`config.mk`:
```
export PLATFORM = sky130hd
export DESIGN_NAME = alu_mc
export DESIGN_NICKNAME = d
export VERILOG_FILES = /design/src/rtl/alu_mc_pkg.sv /design/src/rtl/alu_bcd_digit.sv /design/src/rtl/alu_mc.sv
export SDC_FILE = /design/constraint.sdc
export NUM_CORES = 1
export LEC_CHECK = 0
export CAP_MARGIN = 20
export CORE_AREA = 2 2 104 106
export DETAILED_ROUTE_END_ITERATION = 8
export DIE_AREA = 0 0 106 108
export GPL_TIMING_DRIVEN = 0
export PLACE_DENSITY = 0.73
export SETUP_SLACK_MARGIN = 0.5
export SLEW_MARGIN = 0
export SYNTH_ARGS = -nofsm -noshare
export SYNTH_HDL_FRONTEND = slang
export SYNTH_SLANG_ARGS = --single-unit
```
`constraint.sdc`:
```
create_clock -name clk -period 4 [get_ports clk]
set_input_delay 0.8 -clock clk [delete_from_list [all_inputs] [get_ports clk]]
set_output_delay 0.8 -clock clk [all_outputs]
set_load 0.03 [all_outputs]
```
`src/rtl/alu_mc_pkg.sv`:
```
// Shared types for the multi-cycle ALU: operation select, control FSM states
// and the signed-overflow helper used by both the binary and decimal paths.
package alu_mc_pkg;

  typedef enum logic [3:0] {
    ALUTXA, ALUTXB, ALUADD, ALUSUB, ALUAND, ALUORA, ALUEOR,
    ALUROL, ALUROR, ALUBIT, ALUASL, ALULSR, ALUMUL
  } ALUXFunc;

  typedef enum logic [1:0] {IDLE, BUSY, DONE} ALUState;

  // Two's-complement overflow: operands agree in sign, result does not.
  function automatic logic ovf_rule(input logic a_msb, input logic b_msb, input logic r_msb);
    return ~(a_msb ^ b_msb) & (a_msb ^ r_msb);
  endfunction

endpackage

```
`src/rtl/alu_bcd_digit.sv`:
```
// One BCD nibble of a decimal add or subtract. For subtract, c_i/c_o are
// borrows. ovf_o is taken from the uncorrected nibble result.
module alu_bcd_digit
  import alu_mc_pkg::*;
(
  input  logic [3:0] a_i,
  input  logic [3:0] b_i,
  input  logic       sub_i,
  input  logic       c_i,
  output logic [3:0] d_o,
  output logic       c_o,
  output logic       ovf_o
);

  logic [4:0] raw;

  // Raw binary nibble result, then decimal correction.
  always_comb begin
    if (sub_i) begin
      raw = {1'b0, a_i} - {1'b0, b_i} - {4'b0000, c_i};
    end else begin
      raw = {1'b0, a_i} + {1'b0, b_i} + {4'b0000, c_i};
    end
    d_o = raw[3:0];
    c_o = 1'b0;
    if (sub_i) begin
      // raw[4] set means the difference went negative
      if (raw[4]) begin
        d_o = raw[3:0] - 4'd6;
        c_o = 1'b1;
      end
    end else if (raw > 5'd9) begin
      d_o = raw[3:0] + 4'd6;
      c_o = 1'b1;
    end
    ovf_o = ovf_rule(a_i[3], sub_i ? ~b_i[3] : b_i[3], raw[3]);
  end

endmodule

```
`src/rtl/alu_mc.sv`:
```
// Multi-cycle ALU with valid/ready handshakes. Binary ops take one iteration,
// BCD add/sub run one nibble per cycle, shifts/rotates one bit per cycle.
// Define ALU_MUL_EN to build the shift-add multiplier for ALUMUL; otherwise
// ALUMUL returns zero in one iteration and no multiplier is built.
module alu_mc
  import alu_mc_pkg::*;
#(
  parameter int unsigned W   = 8,
  parameter int unsigned SHW = $clog2(W)
) (
  input  logic           clk,
  input  logic           reset,
  input  logic           in_valid,
  output logic           in_ready,
  input  ALUXFunc        in_func,
  input  logic [W-1:0]   in_a,
  input  logic [W-1:0]   in_b,
  input  logic           in_cin,
  input  logic           in_cinclr,
  input  logic           in_dec,
  input  logic [SHW-1:0] in_shamt,
  output logic           out_valid,
  input  logic           out_ready,
  output logic [W-1:0]   out_data,
  output logic [W-1:0]   out_hi,
  output logic           out_cout,
  output logic           out_zero,
  output logic           out_sign,
  output logic           out_ovf
);

  localparam int unsigned CW = $clog2(W + 1);
  localparam int unsigned ND = W / 4;

  ALUState       state_q;
  ALUXFunc       func_q;
  logic [W-1:0]  a_q, b_q, acc_q, hi_q;
  logic          c_q, dec_q, noop_q;
  logic [CW-1:0] cnt_q;
  logic          in_ready_q, out_valid_q;
  logic [W-1:0]  out_data_q, out_hi_q;
  logic          out_cout_q, out_zero_q, out_sign_q, out_ovf_q;

  logic          cin_eff, c_init, is_sub;
  logic [CW-1:0] n_init;

  assign is_sub = (func_q == ALUSUB);

  // Decode effective carry-in and iteration count of the incoming request.
  always_comb begin
    cin_eff = in_cin & ~in_cinclr;
    // decimal subtract tracks a borrow, so carry-in set means no borrow
    c_init  = (in_func == ALUSUB && in_dec) ? ~cin_eff : cin_eff;
    case (in_func)
      ALUADD, ALUSUB: n_init = in_dec ? CW'(ND) : CW'(1);
      ALUROL, ALUROR, ALUASL, ALULSR: n_init = (in_shamt == '0) ? CW'(1) : CW'(in_shamt);
`ifdef ALU_MUL_EN
      ALUMUL: n_init = CW'(W);
`endif
      default: n_init = CW'(1);
    endcase
  end

  logic [3:0] dig_d;
  logic       dig_c, dig_ovf;

  alu_bcd_digit u_digit (
    .a_i  (a_q[3:0]),
    .b_i  (b_q[3:0]),
    .sub_i(is_sub),
    .c_i  (c_q),
    .d_o  (dig_d),
    .c_o  (dig_c),
    .ovf_o(dig_ovf)
  );

  logic [W-1:0] a_nx, b_nx, acc_nx, hi_nx, bop;
  logic [W:0]   sum;
  logic         c_nx, cout_nx, zero_nx, sign_nx, ovf_nx;
`ifdef ALU_MUL_EN
  logic [W:0]   psum;
`endif

  // One iteration of the selected operation plus the flags it would retire with.
  always_comb begin
    a_nx   = a_q;
    b_nx   = b_q;
    acc_nx = acc_q;
    hi_nx  = hi_q;
    c_nx   = c_q;
    ovf_nx = 1'b0;
    bop    = is_sub ? ~b_q : b_q;
    sum    = {1'b0, a_q} + {1'b0, bop} + {{W{1'b0}}, is_sub ? ~c_q : c_q};
`ifdef ALU_MUL_EN
    psum   = {1'b0, hi_q} + {1'b0, acc_q[0] ? b_q : {W{1'b0}}};
`endif
    case (func_q)
      ALUTXA:         acc_nx = a_q;
      ALUTXB:         acc_nx = b_q;
      ALUAND, ALUBIT: acc_nx = a_q & b_q;
      ALUORA:         acc_nx = a_q | b_q;
      ALUEOR:         acc_nx = a_q ^ b_q;
      ALUADD, ALUSUB: begin
        if (dec_q) begin
          // operands drain low nibble first; result fills from the top
          a_nx   = a_q >> 4;
          b_nx   = b_q >> 4;
          acc_nx = {dig_d, acc_q[W-1:4]};
          c_nx   = dig_c;
          ovf_nx = dig_ovf;
        end else begin
          acc_nx = sum[W-1:0];
          c_nx   = is_sub ? ~sum[W] : sum[W];
          ovf_nx = ovf_rule(a_q[W-1], bop[W-1], sum[W-1]);
        end
      end
      ALUROL: if (!noop_q) {c_nx, acc_nx} = {acc_q, c_q};
      ALUROR: if (!noop_q) {acc_nx, c_nx} = {c_q, acc_q};
      ALUASL: if (!noop_q) {c_nx, acc_nx} = {acc_q, 1'b0};
      ALULSR: if (!noop_q) {acc_nx, c_nx} = {1'b0, acc_q};
      ALUMUL: begin
`ifdef ALU_MUL_EN
        // acc holds the remaining multiplier bits, product shifts in from hi
        {hi_nx, acc_nx} = {psum, acc_q[W-1:1]};
`else
        acc_nx = '0;
        hi_nx  = '0;
`endif
      end
      default: ;
    endcase
    cout_nx = (dec_q && is_sub) ? ~c_nx : c_nx;
    zero_nx = (acc_nx == '0);
    sign_nx = acc_nx[W-1];
    if (func_q == ALUBIT) begin
      sign_nx = b_q[W-1];
      ovf_nx  = b_q[W-2];
    end
    if (func_q == ALUMUL) begin
      zero_nx = ({hi_nx, acc_nx} == '0);
      sign_nx = hi_nx[W-1];
      ovf_nx  = (hi_nx != '0);
    end
  end

  // Control FSM with working registers and registered result outputs.
  always_ff @(posedge clk or posedge reset) begin
    if (reset) begin
      state_q     <= IDLE;
      func_q      <= ALUTXA;
      a_q         <= '0;
      b_q         <= '0;
      acc_q       <= '0;
      hi_q        <= '0;
      c_q         <= 1'b0;
      dec_q       <= 1'b0;
      noop_q      <= 1'b0;
      cnt_q       <= '0;
      in_ready_q  <= 1'b1;
      out_valid_q <= 1'b0;
      out_data_q  <= '0;
      out_hi_q    <= '0;
      out_cout_q  <= 1'b0;
      out_zero_q  <= 1'b0;
      out_sign_q  <= 1'b0;
      out_ovf_q   <= 1'b0;
    end else begin
      case (state_q)
        IDLE: begin
          if (in_valid) begin
            func_q     <= in_func;
            a_q        <= in_a;
            b_q        <= in_b;
            acc_q      <= in_a;
            hi_q       <= '0;
            c_q        <= c_init;
            dec_q      <= in_dec;
            noop_q     <= (in_shamt == '0);
            cnt_q      <= n_init;
            in_ready_q <= 1'b0;
            state_q    <= BUSY;
          end
        end
        BUSY: begin
          a_q   <= a_nx;
          b_q   <= b_nx;
          acc_q <= acc_nx;
          hi_q  <= hi_nx;
          c_q   <= c_nx;
          cnt_q <= cnt_q - CW'(1);
          if (cnt_q == CW'(1)) begin
            out_data_q  <= acc_nx;
            out_hi_q    <= hi_nx;
            out_cout_q  <= cout_nx;
            out_zero_q  <= zero_nx;
            out_sign_q  <= sign_nx;
            out_ovf_q   <= ovf_nx;
            out_valid_q <= 1'b1;
            state_q     <= DONE;
          end
        end
        DONE: begin
          if (out_ready) begin
            out_valid_q <= 1'b0;
            in_ready_q  <= 1'b1;
            state_q     <= IDLE;
          end
        end
        default: state_q <= IDLE;
      endcase
    end
  end

  assign in_ready  = in_ready_q;
  assign out_valid = out_valid_q;
  assign out_data  = out_data_q;
  assign out_hi    = out_hi_q;
  assign out_cout  = out_cout_q;
  assign out_zero  = out_zero_q;
  assign out_sign  = out_sign_q;
  assign out_ovf   = out_ovf_q;

endmodule
```
==> results list <==
- The tool flagged a number of max-cap violations equal to 0.
- Post-route DRC: 0
- The worst hold path terminates at out_hi[2].
- Weighted congestion reported at the end of routability-driven placement: 1.004
* Worst min-delay path category: reg2reg
- Counting every net in the synthesized netlist gives 680.
- After filler insertion, the fill cell instance count of the layout stands at 858.
- Worst Hold Slack: 486.2 ps
- The via count of the first global-routing pass came to 5095.
* Hold Fails Final Rpt: 0
- Synthesized-area fraction occupied by ao, oa, aoi and oai cells: 23.18%
- Category of the worst setup path launch point: flop
- Among all cell types in the netlist, the one instantiated most often is nand2_1.
- Area growth from synthesis to layout: 28.63%
* Clock transition at the registers of the reported paths: 80 ps
- The number of antenna diodes in the final layout is 0.
* Total clock buffers created by CTS: 9
- Setup slack of the critical path after layout: 400.9 ps
* Critical path data arrival time: 3840 ps
* Number of rows created at floorplan: 37
- The kind of cell with the highest combined delay along the critical path is compound AO/OA/AOI/OAI gates.
- Port buffering added 51 buffers.
* Combinational family with the most area after synthesis: compound AO/OA/AOI/OAI gates
* Net count reported at finish: 769
- Clock tree synthesis found a total of 67 sinks.
* Cell at the slowest stage of the critical path: dfrtp_2
- After detailed routing, the number of vias per cell comes to 6.153.
- Clock latency on the worst-skew pair, taken at its later pin, is 350 ps.
* Area contributors post-synth: dfrtp_1 (32%), ha_1 (8.3%), nand2_1 (6.1%)
- Worst-path fanout max: 5
- DP Worst Slack: -181.7 ps
- Once placement finished, the instance area stood at 0.005846 sq mm.
- GRT Overall Usage: 30.36%
- The startpoint identified for the worst register-to-register timing path is a_q[0].
* Max transition margin: 32.29%
- Post-synthesis mux area share: 2.650%
- The largest total area in the synthesized netlist belongs to dfrtp_1.
- Root cell of the clock tree: clkbuf_8
- Highest cell delay on the worst timing path: 460 ps
- In this run the critical register-to-register path is captured at acc_q[5].
- Count of pins over their slew limit: 0
- Core footprint: 0.01023 sq mm
- The most used flip-flop cell after synthesis is dfrtp_1.
* Count of boundary I/O pins: 52
* TritonCTS clock tree: yes
- Of the synthesized area, sequential elements account for 32.90%.
- In this run the cell area of the synthesized design comes to 0.005100 sq mm.
* XOR/XNOR share of the synthesized area: 3.950%
- The first global-routing pass estimated 26770 um of wire.
* Routed wire length: 17210 um
- Status: complete, no violations
- Maximum clock rate: 0.2778 GHz
* Proportion of netlist area held by the largest area contributor: 32.38%
- The synthesized design contains 67 register bits.
- Pre-antenna DRT Iters: 5
- Count of hold-fix buffers inserted at cts: 0
- After layout, the minimum clock period comes to 3599 ps.
- Die area: 0.01145 sq mm
- Summing all flip-flop and latch instances after layout gives 0.001685 sq mm.
- Max clock buf depth: 2
* Layout cells sized above 1: 16.50%
- Post-route insts no fill: 839
* Detailed placement HPWL: 12440 um
* Vertical extent of the die: 108 um
- In this run the number of H-tree levels came out at 3.
* Area share of fa/ha/maj cells after synthesis: 10.70%
- Summed over all layers, the global routing overflow is 0.
- Together, buffers and inverters on the worst path number 0.
- After Yosys synthesis, and, or, nand and nor cells account for 20.90% of the synthesized area.
* Die boundary width: 106 um
* Required time worst endpoint: 4240 ps
- Of all flip-flops after synthesis, the portion carrying an async set or reset was 100.0%.
* Setup-failing EPs final: 0
* Worst setup path category: reg2reg
* Largest net degree at the start of global routing: 38
- The number of antenna violations at the first check in global routing is 0.
* Period utilization: 89.98%
* Pin slew with the least headroom to its limit: 1007 ps
- Across all layers, the routed design uses 5162 vias.
- Total area of multi-input combinational cells: 0.003460 sq mm
* Critical Path End Type: flop
* Hold path startpoint: out_hi[2]
* Final cell area excluding filler cells: 0.006560 sq mm
* Worst reg2reg setup slack: 400 ps
* Crit-path cells: fa_2 > fa_2 > or3_4 > a22oi_2 > a22oi_2 > a31oi_4 > mux2_4 > o21ai_4 > o21ai_4 > a221o_1
* EDFF count, synth: 0
- In this run, placement finished with an instance count of 800.
- Routed length per placed instance: 20.51 um
- After the first detailed-routing iteration, the DRC count stood at 465.
* Total number of yosys warnings: 0
- A synthesized cell averages 8.360 sq um.
* Final ANT Viol Nets: 0
* RSZ-0062 raised after global routing: true
- Setup clock skew after layout: 10.54 ps
- Number of instances in the synthesized netlist: 610
- Along the worst hold path, the cell count comes to 2.
* Effective utilization at floorplan: 49.85%
- Counting cells, the worst reg-to-reg path comes to 10.
- In the synthesized netlist, the cells that appear most often are nand2_1 (83), dfrtp_1 (66), o21ai_0 (54).
- In this run, distinct cell masters in the synthesized netlist total 75.
-- area by class of cell --
cell class / count / share of cell area [%]
multi-input combinational: 469 / 52.74
sequential: 67 / 25.69
timing repair buffer: 78 / 11.04
buffer: 36 / 2.937
tap: 136 / 2.594
inverter: 38 / 2.212
clock buffer: 10 / 1.945
clock inverter: 5 / 0.8392
-- per-stage QoR --
step / utilization [%] / TNS, ps
after global placement: 56.78 / -267.8
after CTS: 61.45 / 0
after detailed placement: 57.14 / -552.2
after global routing: 64.12 / 0
final: 64.12 / 0
after floorplan: - / 0
-- how the worst max path moves through the flow --
stage,cells past startpoint,slack [ps],endpoint,from
finish,10,400,acc_q[5],a_q[0]
floorplan,16,540,out_zero,func_q[0]
CTS,16,290,c_q,func_q[0]
global route,16,240,out_zero,func_q[0]
detailed placement,11,-180,acc_q[5],c_q
global placement,11,-110,acc_q[5],c_q
-- cell families (layout without fill, tap and decap cells) --
family          count (synthesis)  in the layout
compound gates                176            176
xor+xnor                       23             23
fa+ha+maj                      40             40
buf+inv                        74            167
flops                          67             67
mux                            11             11
simple gates                  219            219
-- tightest hold or removal path, stage by stage, from the launching register on --
cell     delay (ps)
dfrtp_1         350
nand2_1          40
o21ai_0          60
-- placed cells by master (no fill, tap or decap), drive strengths merged, types with 8 or more instances in the layout --
master / count
nand2: 83
dfrtp: 66
o21ai: 58
clkdlybuf4s50: 51
nor2: 49
inv: 38
clkbuf: 37
buf: 36
ha: 34
a21oi: 25
nand3: 20
xnor2: 18
a22oi: 13
and2: 12
a31oi: 12
o211ai: 11
nor3: 8
-- per-layer routing --
metal,track usage [%],share of wire (%)
met5,0,0
met1,39.23,41
met3,6.148,7.4
met2,49.49,48
met4,13.72,3.8
-- state kept, by name, indices dropped and copies added (netlist names) --
signal     cells
out_sign       1
in_ready       1
out_data       8
out_valid      1
hi_q           8
out_zero       1
out_cout       1
acc_q          8
b_q            8
cnt_q          4
state_q        2
a_q            8
noop_q         1
out_ovf        1
func_q         4
c_q            1
out_hi         8
dec_q          1
-- repair_timing --
action	CTS	global route
buffers inserted	14	10
setup endpoints to repair	16	15
pin swaps	16	21
gates cloned	0	0
gates resized for setup	33	36
endpoints found under the hold margin	0	0
Power is left out: the tool's default activity adds up to more than one toggle a clock period on the data nets, which glitch-free logic cannot reach.
